**config.mk**
```make
export PLATFORM = sky130hd
export DESIGN_NAME = multicycle_control_flat
export DESIGN_NICKNAME = d
export VERILOG_FILES = /design/src/rtl/multicycle_control_if.sv /design/src/rtl/multicycle_control.sv /design/src/flat_wrapper.sv
export SDC_FILE = /design/constraint.sdc
export NUM_CORES = 1
export LEC_CHECK = 0
export BUFFER_PORTS_ARGS = -buffer_cell sky130_fd_sc_hd__clkbuf_2
export CAP_MARGIN = 40
export CORE_MARGIN = 2
export CORE_UTILIZATION = 44
export CTS_CLUSTER_SIZE = 14
export DETAILED_ROUTE_END_ITERATION = 8
export PLACE_DENSITY = 0.76
export SLEW_MARGIN = 30
export SYNTH_ARGS = -nofsm -noshare
export SYNTH_HDL_FRONTEND = slang
export SYNTH_SLANG_ARGS = --single-unit
```
**constraint.sdc**
```tcl
create_clock -name clk -period 1.8 [get_ports clk]
set_input_delay 0.36 -clock clk [delete_from_list [all_inputs] [get_ports clk]]
set_output_delay 0.36 -clock clk [all_outputs]
set_load 0.01 [all_outputs]
```
**src/rtl/multicycle_control_if.sv**
```systemverilog
// Control bundle between the multicycle main control FSM and the datapath/alucont side.
// master = control unit (drives the selects and enables), slave = datapath (drives opcode and handshakes).
interface multicycle_control_if;
    logic [5:0] op;
    logic       jmorsig;
    logic       memready;
    logic       pcwrite;
    logic       pcwritecond;
    logic       iord;
    logic       memread;
    logic       memwrite;
    logic       irwrite;
    logic       memtoreg;
    logic       regdst;
    logic       regwrite;
    logic       alusrca;
    logic       zeroext;
    logic [1:0] alusrcb;
    logic [1:0] pcsource;
    logic [2:0] aluop;
    logic [3:0] state;
    logic       illegal;

    modport master (
        input  op, jmorsig, memready,
        output pcwrite, pcwritecond, iord, memread, memwrite, irwrite,
               memtoreg, regdst, regwrite, alusrca, zeroext,
               alusrcb, pcsource, aluop, state, illegal
    );

    modport slave (
        output op, jmorsig, memready,
        input  pcwrite, pcwritecond, iord, memread, memwrite, irwrite,
               memtoreg, regdst, regwrite, alusrca, zeroext,
               alusrcb, pcsource, aluop, state, illegal
    );
endinterface

```
**src/rtl/multicycle_control.sv**
```systemverilog
// Main control FSM of the multicycle processor: sequences fetch/decode/execute/memory/writeback
// and decodes datapath selects, write enables and the ALU op from the current state.
module multicycle_control #(
    parameter logic [5:0] OP_RTYPE = 6'b000000,
    parameter logic [5:0] OP_LW    = 6'b100011,
    parameter logic [5:0] OP_SW    = 6'b101011,
    parameter logic [5:0] OP_BEQ   = 6'b000100,
    parameter logic [5:0] OP_ANDI  = 6'b001100,
    parameter logic [5:0] OP_J     = 6'b000010
) (
    input  logic                  clk,
    input  logic                  reset,
    multicycle_control_if.master  bus
);
    localparam logic [3:0] S_FETCH   = 4'd0;
    localparam logic [3:0] S_DECODE  = 4'd1;
    localparam logic [3:0] S_MEMADR  = 4'd2;
    localparam logic [3:0] S_MEMRD   = 4'd3;
    localparam logic [3:0] S_MEMWB   = 4'd4;
    localparam logic [3:0] S_MEMWR   = 4'd5;
    localparam logic [3:0] S_RTYPEEX = 4'd6;
    localparam logic [3:0] S_RTYPEWB = 4'd7;
    localparam logic [3:0] S_BEQEX   = 4'd8;
    localparam logic [3:0] S_JEX     = 4'd9;
    localparam logic [3:0] S_ANDIEX  = 4'd10;
    localparam logic [3:0] S_ANDIWB  = 4'd11;
    localparam logic [3:0] S_JMORJ   = 4'd12;

    logic [3:0] r_state;
    logic [3:0] w_next;
    logic [3:0] w_dec_state;
    logic       w_pcwrite, w_pcwritecond, w_iord, w_memread, w_memwrite, w_irwrite;
    logic       w_memtoreg, w_regdst, w_regwrite, w_alusrca, w_zeroext, w_illegal;
    logic [1:0] w_alusrcb, w_pcsource;
    logic [2:0] w_aluop;

    always_ff @(posedge clk) begin
        if (reset) r_state <= S_FETCH;
        else       r_state <= w_next;
    end

    always_comb begin
        w_next = S_FETCH;
        case (r_state)
            S_FETCH:   w_next = bus.memready ? S_DECODE : S_FETCH;
            S_DECODE: begin
                case (bus.op)
                    OP_LW, OP_SW: w_next = S_MEMADR;
                    OP_RTYPE:     w_next = S_RTYPEEX;
                    OP_BEQ:       w_next = S_BEQEX;
                    OP_J:         w_next = S_JEX;
                    OP_ANDI:      w_next = S_ANDIEX;
                    default:      w_next = S_FETCH;
                endcase
            end
            S_MEMADR: begin
                if (bus.op == OP_LW)      w_next = S_MEMRD;
                else if (bus.op == OP_SW) w_next = S_MEMWR;
                else                      w_next = S_FETCH;
            end
            S_MEMRD:   w_next = bus.memready ? S_MEMWB : S_MEMRD;
            S_MEMWR:   w_next = bus.memready ? S_FETCH : S_MEMWR;
            S_RTYPEEX: w_next = bus.jmorsig ? S_JMORJ : S_RTYPEWB;
            S_ANDIEX:  w_next = S_ANDIWB;
            default:   w_next = S_FETCH;
        endcase
    end

    // During reset the outputs decode as FETCH, then the write enables are masked off below.
    assign w_dec_state = reset ? S_FETCH : r_state;

    always_comb begin
        w_pcwrite     = 1'b0;
        w_pcwritecond = 1'b0;
        w_iord        = 1'b0;
        w_memread     = 1'b0;
        w_memwrite    = 1'b0;
        w_irwrite     = 1'b0;
        w_memtoreg    = 1'b0;
        w_regdst      = 1'b0;
        w_regwrite    = 1'b0;
        w_alusrca     = 1'b0;
        w_zeroext     = 1'b0;
        w_illegal     = 1'b0;
        w_alusrcb     = 2'b00;
        w_pcsource    = 2'b00;
        w_aluop       = 3'b000;
        case (w_dec_state)
            S_FETCH: begin
                w_memread = 1'b1;
                w_alusrcb = 2'b01;
                w_irwrite = bus.memready;
                w_pcwrite = bus.memready;
            end
            S_DECODE: begin
                w_alusrcb = 2'b11;
                w_illegal = !(bus.op == OP_LW || bus.op == OP_SW || bus.op == OP_RTYPE ||
                              bus.op == OP_BEQ || bus.op == OP_J || bus.op == OP_ANDI);
            end
            S_MEMADR: begin
                w_alusrca = 1'b1;
                w_alusrcb = 2'b10;
            end
            S_MEMRD: begin
                w_iord    = 1'b1;
                w_memread = 1'b1;
            end
            S_MEMWB: begin
                w_memtoreg = 1'b1;
                w_regwrite = 1'b1;
            end
            S_MEMWR: begin
                w_iord     = 1'b1;
                w_memwrite = 1'b1;
            end
            S_RTYPEEX: begin
                w_alusrca = 1'b1;
                w_aluop   = 3'b010;
            end
            S_RTYPEWB: begin
                w_regdst   = 1'b1;
                w_regwrite = 1'b1;
            end
            S_JMORJ: begin
                w_pcwrite  = 1'b1;
                w_pcsource = 2'b01;
            end
            S_BEQEX: begin
                w_alusrca     = 1'b1;
                w_aluop       = 3'b001;
                w_pcwritecond = 1'b1;
                w_pcsource    = 2'b01;
            end
            S_JEX: begin
                w_pcwrite  = 1'b1;
                w_pcsource = 2'b10;
            end
            S_ANDIEX: begin
                w_alusrca = 1'b1;
                w_alusrcb = 2'b10;
                w_zeroext = 1'b1;
                w_aluop   = 3'b100;
            end
            S_ANDIWB: w_regwrite = 1'b1;
            default: ;
        endcase
        if (reset) begin
            w_pcwrite     = 1'b0;
            w_pcwritecond = 1'b0;
            w_irwrite     = 1'b0;
            w_regwrite    = 1'b0;
            w_memwrite    = 1'b0;
            w_illegal     = 1'b0;
        end
    end

    assign bus.pcwrite     = w_pcwrite;
    assign bus.pcwritecond = w_pcwritecond;
    assign bus.iord        = w_iord;
    assign bus.memread     = w_memread;
    assign bus.memwrite    = w_memwrite;
    assign bus.irwrite     = w_irwrite;
    assign bus.memtoreg    = w_memtoreg;
    assign bus.regdst      = w_regdst;
    assign bus.regwrite    = w_regwrite;
    assign bus.alusrca     = w_alusrca;
    assign bus.zeroext     = w_zeroext;
    assign bus.alusrcb     = w_alusrcb;
    assign bus.pcsource    = w_pcsource;
    assign bus.aluop       = w_aluop;
    assign bus.illegal     = w_illegal;
    assign bus.state       = r_state;
endmodule

```
**src/flat_wrapper.sv**
```systemverilog
// flat-port wrapper written by rule: the top's interface ports become plain ports
module multicycle_control_flat 
#(
    parameter logic [5:0] OP_RTYPE = 6'b000000,
    parameter logic [5:0] OP_LW    = 6'b100011,
    parameter logic [5:0] OP_SW    = 6'b101011,
    parameter logic [5:0] OP_BEQ   = 6'b000100,
    parameter logic [5:0] OP_ANDI  = 6'b001100,
    parameter logic [5:0] OP_J     = 6'b000010
)
  (clk, reset, bus_op, bus_jmorsig, bus_memready, bus_pcwrite, bus_pcwritecond, bus_iord, bus_memread, bus_memwrite, bus_irwrite, bus_memtoreg, bus_regdst, bus_regwrite, bus_alusrca, bus_zeroext, bus_alusrcb, bus_pcsource, bus_aluop, bus_state, bus_illegal);
  multicycle_control_if bus_i ();
  input  logic clk;
  input  logic reset;
  input wire logic [$bits(bus_i.op)-1:0] bus_op;
  input wire logic [$bits(bus_i.jmorsig)-1:0] bus_jmorsig;
  input wire logic [$bits(bus_i.memready)-1:0] bus_memready;
  output wire logic [$bits(bus_i.pcwrite)-1:0] bus_pcwrite;
  output wire logic [$bits(bus_i.pcwritecond)-1:0] bus_pcwritecond;
  output wire logic [$bits(bus_i.iord)-1:0] bus_iord;
  output wire logic [$bits(bus_i.memread)-1:0] bus_memread;
  output wire logic [$bits(bus_i.memwrite)-1:0] bus_memwrite;
  output wire logic [$bits(bus_i.irwrite)-1:0] bus_irwrite;
  output wire logic [$bits(bus_i.memtoreg)-1:0] bus_memtoreg;
  output wire logic [$bits(bus_i.regdst)-1:0] bus_regdst;
  output wire logic [$bits(bus_i.regwrite)-1:0] bus_regwrite;
  output wire logic [$bits(bus_i.alusrca)-1:0] bus_alusrca;
  output wire logic [$bits(bus_i.zeroext)-1:0] bus_zeroext;
  output wire logic [$bits(bus_i.alusrcb)-1:0] bus_alusrcb;
  output wire logic [$bits(bus_i.pcsource)-1:0] bus_pcsource;
  output wire logic [$bits(bus_i.aluop)-1:0] bus_aluop;
  output wire logic [$bits(bus_i.state)-1:0] bus_state;
  output wire logic [$bits(bus_i.illegal)-1:0] bus_illegal;
  assign bus_i.op = bus_op;
  assign bus_i.jmorsig = bus_jmorsig;
  assign bus_i.memready = bus_memready;
  assign bus_pcwrite = bus_i.pcwrite;
  assign bus_pcwritecond = bus_i.pcwritecond;
  assign bus_iord = bus_i.iord;
  assign bus_memread = bus_i.memread;
  assign bus_memwrite = bus_i.memwrite;
  assign bus_irwrite = bus_i.irwrite;
  assign bus_memtoreg = bus_i.memtoreg;
  assign bus_regdst = bus_i.regdst;
  assign bus_regwrite = bus_i.regwrite;
  assign bus_alusrca = bus_i.alusrca;
  assign bus_zeroext = bus_i.zeroext;
  assign bus_alusrcb = bus_i.alusrcb;
  assign bus_pcsource = bus_i.pcsource;
  assign bus_aluop = bus_i.aluop;
  assign bus_state = bus_i.state;
  assign bus_illegal = bus_i.illegal;
  multicycle_control #(.OP_RTYPE(OP_RTYPE), .OP_LW(OP_LW), .OP_SW(OP_SW), .OP_BEQ(OP_BEQ), .OP_ANDI(OP_ANDI), .OP_J(OP_J)) u_core (.clk(clk), .reset(reset), .bus(bus_i));
endmodule
```
==> results of run 1 <==
[Yosys cell counts, types with 2 or more instances]
library cell | count | area (µm²)
nor2_1 | 12 | 45.0
clkbuf_1 | 4 | 15.0
nor3_1 | 10 | 50.1
o21ai_0 | 3 | 15.0
or4b_1 | 2 | 20.0
or2_2 | 2 | 12.5
dfxtp_1 | 4 | 80.1
a31oi_1 | 2 | 12.5
a21oi_1 | 4 | 20.0
nand2_1 | 3 | 11.3
nand3b_1 | 3 | 22.5
nor2b_1 | 3 | 18.8
buf_4 | 2 | 15.0
nand2b_1 | 7 | 43.8
and3_1 | 2 | 12.5
nor3b_1 | 3 | 22.5
nor4_1 | 2 | 12.5
o21bai_1 | 2 | 15.0
[stage by stage]
| step | setup TNS (ns) | instances | hold WS [ns] | area [µm²] |
|---|---|---|---|---|
| floorplan | 0 | 92 | 0.541 | 643 |
| global placement | -0.0306 | 145 | 0.734 | 888 |
| detailed placement | -0.0641 | 145 | 0.756 | 888 |
| CTS | 0 | 151 | 0.530 | 982 |
| global route | -0.0749 | 152 | 0.552 | 1040 |
| finish | -0.0266 | 152 | 0.542 | 1040 |
[final cells by class]
type / count / area [µm²] / area share [%]
clock buffer: 3 / 22.5 / 2.17
multi-input combinational: 80 / 588 / 56.6
sequential: 4 / 88.8 / 8.54
tap: 15 / 18.8 / 1.81
timing repair buffer: 50 / 322 / 30.9
[critical path: cells and delay by family]
family | cells | cell delay, ns
buf+inv | 2 | 0.24
compound gates | 1 | 0.38
simple gates | 2 | 0.49
[kinds of logic (layout without fill, tap and decap cells)]
group                     count (synthesis)  after routing  share of synthesized area, %
AOI/OAI and AO/OA                        22             22                          24.6
buffers and inverters                     8             53                          6.09
and+or+nand+nor                          56             56                          54.0
DFF                                       4              4                          12.6
xor gates and xnor gates                  2              2                          2.75
[power by group]
group / internal, µW / switching (µW) / total, µW
logic: 51.3 / 53.7 / 105
clock network: 74.9 / 41.7 / 117
registers: 88.2 / 4.86 / 93.0
[per-layer routing]
layer	part of all wire (%)	vias up	track usage, %
met5	0	-	0
met2	53	48	48.4
met1	38	418	29.3
li1	-	434	-
met4	2.1	0	11.3
met3	6.5	9	2.59
[path summary, 6_finish.rpt]
kind / start / slack [ns] / endpoint / cells past startpoint
hold / removal: bus_jmorsig / 0.54 / u_core.bus.state[3]$_SDFF_PP0_ / 4
hold reg to reg: u_core.bus.state[0]$_SDFF_PP0_ / 0.72 / u_core.bus.state[2]$_SDFF_PP0_ / 3
setup / recovery: bus_op[3] / -0.03 / bus_illegal / 5
setup reg to reg: u_core.bus.state[0]$_SDFF_PP0_ / 0.26 / u_core.bus.state[0]$_SDFF_PP0_ / 5
[timing repair]
item                       4_1_cts  5_1_grt
gates resized for setup         13       17
pin swaps                        3        4
setup endpoints to repair        3        5
hold endpoints to repair         0        0
buffers inserted                 3        1
==> results.yml, run 1 <==
clocking:
  clk_latency_ns: 0.24
  htree_levels: 1
  cts_tree: "built"
  clk_pin_slew_worst_paths_ns: 0.04
  hold_buffers: 0
  cts_buffers: 3
  clock_path_buffers: 2
  root_buffer: "clkbuf_4"
  cts_sinks: 4
grt:
  grt_max_degree: 12
  grt_antenna_before_repair: 0
  track_usage_pct: 25.9
  grt_pass1_vias: 832
  overflow: 0
  grt_first_pass_wirelength_mm: 3.63
routing:
  vias: 909
  first_pass_iters: 4
  drt_iter0_drc: 26
  wl_per_cell_um: 14.7
  routed_wl_mm: 2.24
  viasPerCell: 5.98
  postRouteAntennaNets: 0
  drc: 0
sta:
  rsz0062_at_grt: "yes"
  slew_headroom_pct: 74.6
  slew_violations: 0
  fmax_mhz: 547
  setup_viol: 1
  worst_pin_slew_ns: 0.375
  hold_viol: 0
  post-route-period-util_pct: 101
  fin_skew_ns: 0.00316
  worst_slack_ns: -0.0266
  period_minus_slack_ns: 1.83
critical_path:
  critPathLaunchType: "primary input"
  required_ns: 1.44
  crit_type: "primary input to output port"
  arrival_ns: 1.47
  slowest_stage: "or3b_4"
  slowest_delay_ns: 0.40
  critPathMaxFanout: 3
  cp-end-kind: "output port"
  crit_chain: "buf_6, or3b_4, a2111oi_4, nor4_2, buf_2"
cells_and_area:
  layout_common_cells: "27 x clkbuf_2, 16 x buf_4, 10 x nor2_1"
  layout_commonest_cell: "clkbuf_2"
  num_antenna_cells: 0
  fillerInstances: 110
  largest_reg_flops: 4
  nets: 149
  area_delta_synth_final_pct: 63.3
  drive_above_1_share_pct: 54.0
  final_core_util_pct: 78.0
yosys:
  async_reset_ff_share_pct: 0
  ys_ff_latch: 4
  synth-main-ff-cell: "dfxtp_1"
  syn_nets: 102
  synth_edf_count: 0
  syn_inst: 92
  synth_cell_types: 40
  syn_area_um2: 637
  ys.warnings.count: 0
  synth.yosys.seq_area_share_pct: 12.6
  synth_area_per_cell_um2: 6.92
die:
  rows: 13
  start_util_pct: 47.7
  floorplan.core_area_um2: 1330
  die_h_um: 42.0
  dieArea_um2: 1770
  boundaryPins: 33
  die_x_um: 42.0
place:
  dpl.hpwl_mm: 1.63
  gp_congestion: 0.927
  port-buffer-count: 32
  dp_slack_ns: -0.0641
run_status:
  status: "complete, but fails checks"
  violations: "setup timing"
pwr:
  total_power_uw: 315
  p_leak_uw: 0.000444
  irDropWorstVdd_v: 0.000228
  power.density_nw_per_um2: 303
job:
  maxCapViolations: 0
worst_hold_path:
  hold_class: "primary input to flip-flop"
Note: power is estimated with default switching activity, not from simulation.
==> run 2, diff against run 1 <==
--- a/config.mk
+++ b/config.mk
@@ -11,7 +11,9 @@
 export CORE_UTILIZATION = 44
 export CTS_CLUSTER_SIZE = 14
 export DETAILED_ROUTE_END_ITERATION = 8
+export MAX_ROUTING_LAYER = met4
 export PLACE_DENSITY = 0.76
+export SETUP_SLACK_MARGIN = 0.2
 export SLEW_MARGIN = 30
 export SYNTH_ARGS = -nofsm -noshare
 export SYNTH_HDL_FRONTEND = slang
==> results.yml, run 2 (synthesized netlist as in run 1, its figures left out) <==
routing:
  met2_length_mm: 1.66
  viasPerCell: 6.67
  drc: 0
  vias: 1088
  top_layer: "met4"
  postRouteAntennaNets: 0
  routed_wl_mm: 3.52
  drt_iter0_drc: 94
  first_pass_iters: 4
  wl_met1_mm: 1.32
  wl_per_cell_um: 21.6
  wl_met3_um: 396
pwr:
  sw_frac_of_total_pct: 34.0
  total_power_uw: 344
  combPwrFrac_pct: 39.6
  irDropWorstVdd_v: 0.000289
  p_int_uw: 227
  p_seq_share_pct: 26.6
  power_frac_clock_pct: 33.8
  p_leak_uw: 0.000549
  power.density_nw_per_um2: 270
  net-switching-power_uw: 117
cells_and_area:
  largest_reg_flops: 4
  register_area_um2: 95.1
  num_antenna_cells: 0
  design_area_um2: 1270
  fillerInstances: 29
  layout_commonest_cell: "buf_4"
  drive_above_1_share_pct: 68.9
  layout_common_cells: "23 x buf_4, 14 x buf_2, 12 x buf_6"
  nets: 160
  multi_input_area_um2: 691
  area_delta_synth_final_pct: 100
clocking:
  clk_pin_slew_worst_paths_ns: 0.04
  htree_levels: 1
  hold_buffers: 0
  root_buffer: "clkbuf_4"
  cts_buffers: 3
  clk_latency_ns: 0.24
  cts_tree: "built"
  clock_path_buffers: 2
  cts_sinks: 4
place:
  dpl_cell_area_um2: 907
  gp_congestion: 0.861
  dpl.hpwl_mm: 1.56
  port-buffer-count: 32
critical_path:
  required_ns: 1.44
  arrival_ns: 1.48
  cp-end-kind: "output port"
  critical_path_cell_count: 6
  critPathBufInv: 2
  ff2ff_path_depth: 6
  slowest_delay_ns: 0.43
  crit_type: "flip-flop to output port"
  crit_family: "flip-flops"
  crit_chain: "buf_6, nor2b_4, o211ai_1, o21a_1, nor2_1, buf_2"
  critPathLaunchType: "flip-flop"
  slowest_stage: "dfxtp_4"
  critPathMaxFanout: 10
sta:
  post-route-period-util_pct: 102
  worst_pin_slew_ns: 0.436
  hold_viol: 0
  slew_violations: 0
  slew_headroom_pct: 70.7
  timing.setup.tns_ns: -0.0953
  worst_slack_ns: -0.0366
  setup_viol: 3
  fin_skew_ns: 0.00448
  period_minus_slack_ns: 1.84
  fmax_mhz: 544
  whs_ns: 0.558
  rsz0062_at_grt: "yes"
die:
  start_util_pct: 47.7
  rows: 13
  floorplan.core_area_um2: 1330
  boundaryPins: 33
  die_h_um: 42.0
  dieArea_um2: 1770
  die_x_um: 42.0
run_status:
  status: "complete, but fails checks"
  violations: "setup timing"
grt:
  track_usage_pct: 29.7
  overflow: 0
  grt_pass1_vias: 891
  grt_first_pass_wirelength_mm: 3.99
  grt_antenna_before_repair: 0
  grt_max_degree: 12
worst_hold_path:
  hold_class: "primary input to flip-flop"
  timing.hold.worst_path_depth: 4
job:
  maxCapViolations: 0
run 2: cell types whose count changed in the layout (fill, tap and decap cells not counted), moves of 5 or more:
cell / before / now
buf_4: 16 / 23
buf_6: 5 / 12
nor3_2: 2 / 7
clkbuf_2: 27 / 11
nor3_1: 8 / 2
buf_2: 2 / 14
run 2: worst register-to-register path: stages, from the launching register on:
cell     delay [ns]
dfxtp_4        0.38
buf_8          0.15
buf_4          0.14
or4b_4         0.53
o21ai_2        0.08
o21ai_2        0.10
a31oi_1        0.23
run 2: path summary, 6_finish.rpt:
check	from	slack, ns	to
hold / removal	bus_jmorsig	0.56	u_core.bus.state[3]$_SDFF_PP0_
setup / recovery	u_core.bus.state[2]$_SDFF_PP0_	-0.04	bus_regwrite
hold reg to reg	u_core.bus.state[1]$_SDFF_PP0_	0.77	u_core.bus.state[0]$_SDFF_PP0_
setup reg to reg	u_core.bus.state[3]$_SDFF_PP0_	0.11	u_core.bus.state[1]$_SDFF_PP0_
run 2: routing by layer:
layer / vias to the layer above / global-route usage [%]
met5: - / -
met1: 512 / 32.1
met2: 94 / 51.9
met4: 0 / 15.0
li1: 462 / -
met3: 20 / 5.17
run 2: per-stage QoR:
stage / util (%) / setup WS [ns] / std cells
6_report: 95.6 / -0.0366 / 163
5_1_grt: 95.6 / -0.0705 / 163
4_1_cts: 80.3 / 0.00852 / 156
3_5_place_dp: 68.0 / -0.0173 / 145
3_3_place_gp: 68.0 / 0.0119 / 145
2_1_floorplan: - / 0.188 / 92
run 2: layout make-up:
cell class	instances	share of cell area, %
flip-flops and latches	4	7.46
well taps	15	1.47
multi-input cells	80	54.2
clock buffers	3	1.77
repair buffers	61	35.1
run 2: power groups by stage:
stage               Combinational, µW  Sequential (µW)  Clock (µW)
global placement                 91.9             97.3           0
finish                            136             91.6         116
global route                      141             91.9         122
floorplan                        46.6             95.3           0
detailed placement               94.0             97.2           0
CTS                               104             92.5         112
run 2: timing repair:
action | 4_1_cts | 5_1_grt
resized for setup | 24 | 59
setup endpoints to repair | 20 | 16
buffers inserted | 8 | 7
pin swaps | 0 | 13
==> run 3, diff against run 2 <==
==> constraint.sdc (replaced) <==
create_clock -name clk -period 1.8 [get_ports clk]
set_input_delay 0.18 -clock clk [delete_from_list [all_inputs] [get_ports clk]]
set_output_delay 0.18 -clock clk [all_outputs]
set_load 0.01 [all_outputs]
==> results.yml, run 3 (synthesized netlist as in run 1, its figures left out) <==
critical_path:
  cp-end-kind: "output port"
  arrival_ns: 1.39
  required_ns: 1.62
  critPathMaxFanout: 10
  crit_type: "flip-flop to output port"
  critPathLaunchType: "flip-flop"
grt:
  grt_first_pass_wirelength_mm: 3.24
  track_usage_pct: 23.7
  grt_max_degree: 14
  grt_pass1_vias: 756
  overflow: 0
  grt_antenna_before_repair: 0
clocking:
  htree_levels: 1
  root_buffer: "clkbuf_4"
  cts_buffers: 3
  clk_pin_slew_worst_paths_ns: 0.04
  clock_path_buffers: 2
  post_cts_buffers: 0
  cts_tree: "built"
  clk_latency_ns: 0.24
  cts_sinks: 4
die:
  floorplan.core_area_um2: 1330
  rows: 13
  die_x_um: 42.0
  die_h_um: 42.0
  dieArea_um2: 1770
  start_util_pct: 47.7
  boundaryPins: 33
sta:
  slew_headroom_pct: 77.4
  period_minus_slack_ns: 1.57
  fmax_mhz: 639
  fin_skew_ns: 0.00225
  worst_pin_slew_ns: 0.335
  timing.setup.tns_ns: 0
  slew_violations: 0
  rsz0062_at_grt: "yes"
  hold_viol: 0
  setup_viol: 0
  post-route-period-util_pct: 87.0
routing:
  viasPerCell: 5.77
  wl_per_cell_um: 13.5
  drc: 0
  first_pass_iters: 4
  vias: 802
  drt_iter0_drc: 12
  routed_wl_mm: 1.87
  postRouteAntennaNets: 0
cells_and_area:
  nets: 136
  layout_commonest_cell: "clkbuf_2"
  num_antenna_cells: 0
  area_delta_synth_final_pct: 44.0
  drive_above_1_share_pct: 47.6
  layout_common_cells: "32 x clkbuf_2, 11 x nor2_1, 9 x nor3_1"
  finalNonFillerCells: 139
  largest_reg_flops: 4
pwr:
  p_seq_share_pct: 31.5
  net-switching-power_uw: 94.3
  p_int_uw: 200
  sw_frac_of_total_pct: 32.1
  power_frac_clock_pct: 38.6
  combPwrFrac_pct: 29.8
  irDropWorstVdd_v: 0.000300
  total_power_uw: 294
  power.density_nw_per_um2: 321
  p_leak_uw: 0.000366
job:
  maxCapViolations: 0
run_status:
  status: "complete, no violations"
place:
  dpl.hpwl_mm: 1.42
  gp_congestion: 0.897
  place_inst: 136
  port-buffer-count: 32
worst_hold_path:
  hold_class: "primary input to flip-flop"
==> run 3: cell type report <==
type	instances	area, µm²
timing repair buffer	37	201
multi-input combinational	80	582
tap	15	18.8
fill	127	417
sequential	4	92.6
clock buffer	3	22.5
==> run 3: power groups by stage <==
stage               combinational (µW)  clock, µW  sequential (µW)
finish                            87.8        114             92.8
global route                      96.8        125             93.4
CTS                               79.4        113             93.8
detailed placement                79.1          0             96.9
global placement                  77.1          0             96.8
floorplan                         44.1          0             95.3
==> run 3: path summary, 6_finish.rpt <==
| kind | slack (ns) | end | cells after the start | startpoint |
|---|---|---|---|---|
| worst max-delay path | 0.23 | bus_pcwrite | 3 | u_core.bus.state[2]$_SDFF_PP0_ |
| worst min-delay path | 0.30 | u_core.bus.state[0]$_SDFF_PP0_ | 3 | bus_op[1] |
| worst max register to register | 0.33 | u_core.bus.state[0]$_SDFF_PP0_ | 5 | u_core.bus.state[1]$_SDFF_PP0_ |
| worst min register to register | 0.66 | u_core.bus.state[2]$_SDFF_PP0_ | 3 | u_core.bus.state[0]$_SDFF_PP0_ |
==> run 3: metrics by stage <==
| stage | worst slack (ns) | hold slack, ns | instance area [µm²] | util [%] |
|---|---|---|---|---|
| floorplan | 0.273 | 0.361 | 643 | - |
| global placement | 0.255 | 0.539 | 821 | 61.5 |
| detailed placement | 0.235 | 0.554 | 821 | 61.5 |
| CTS | 0.197 | 0.306 | 863 | 64.7 |
| global route | 0.177 | 0.319 | 917 | 68.8 |
| finish | 0.235 | 0.297 | 917 | 68.8 |
==> run 3: per-layer routing <==
layer	global-route usage (%)	routed length, µm	vias to the layer above
met1	29.1	830	356
li1	-	-	413
met5	-	0	-
met2	40.6	913	31
met3	3.45	119	2
met4	6.25	8	0
==> run 3: critical path: stages (launching register included) <==
cell and delay [ns]:
dfxtp_2 0.36, nand2b_2 0.25, a2111oi_4 0.36, clkbuf_2 0.18
==> run 3: repair_timing <==
action,4_1_cts,5_1_grt
endpoints found under the setup margin,3,6
resized for setup,9,10
pin swaps,2,2
hold buffers,0,0
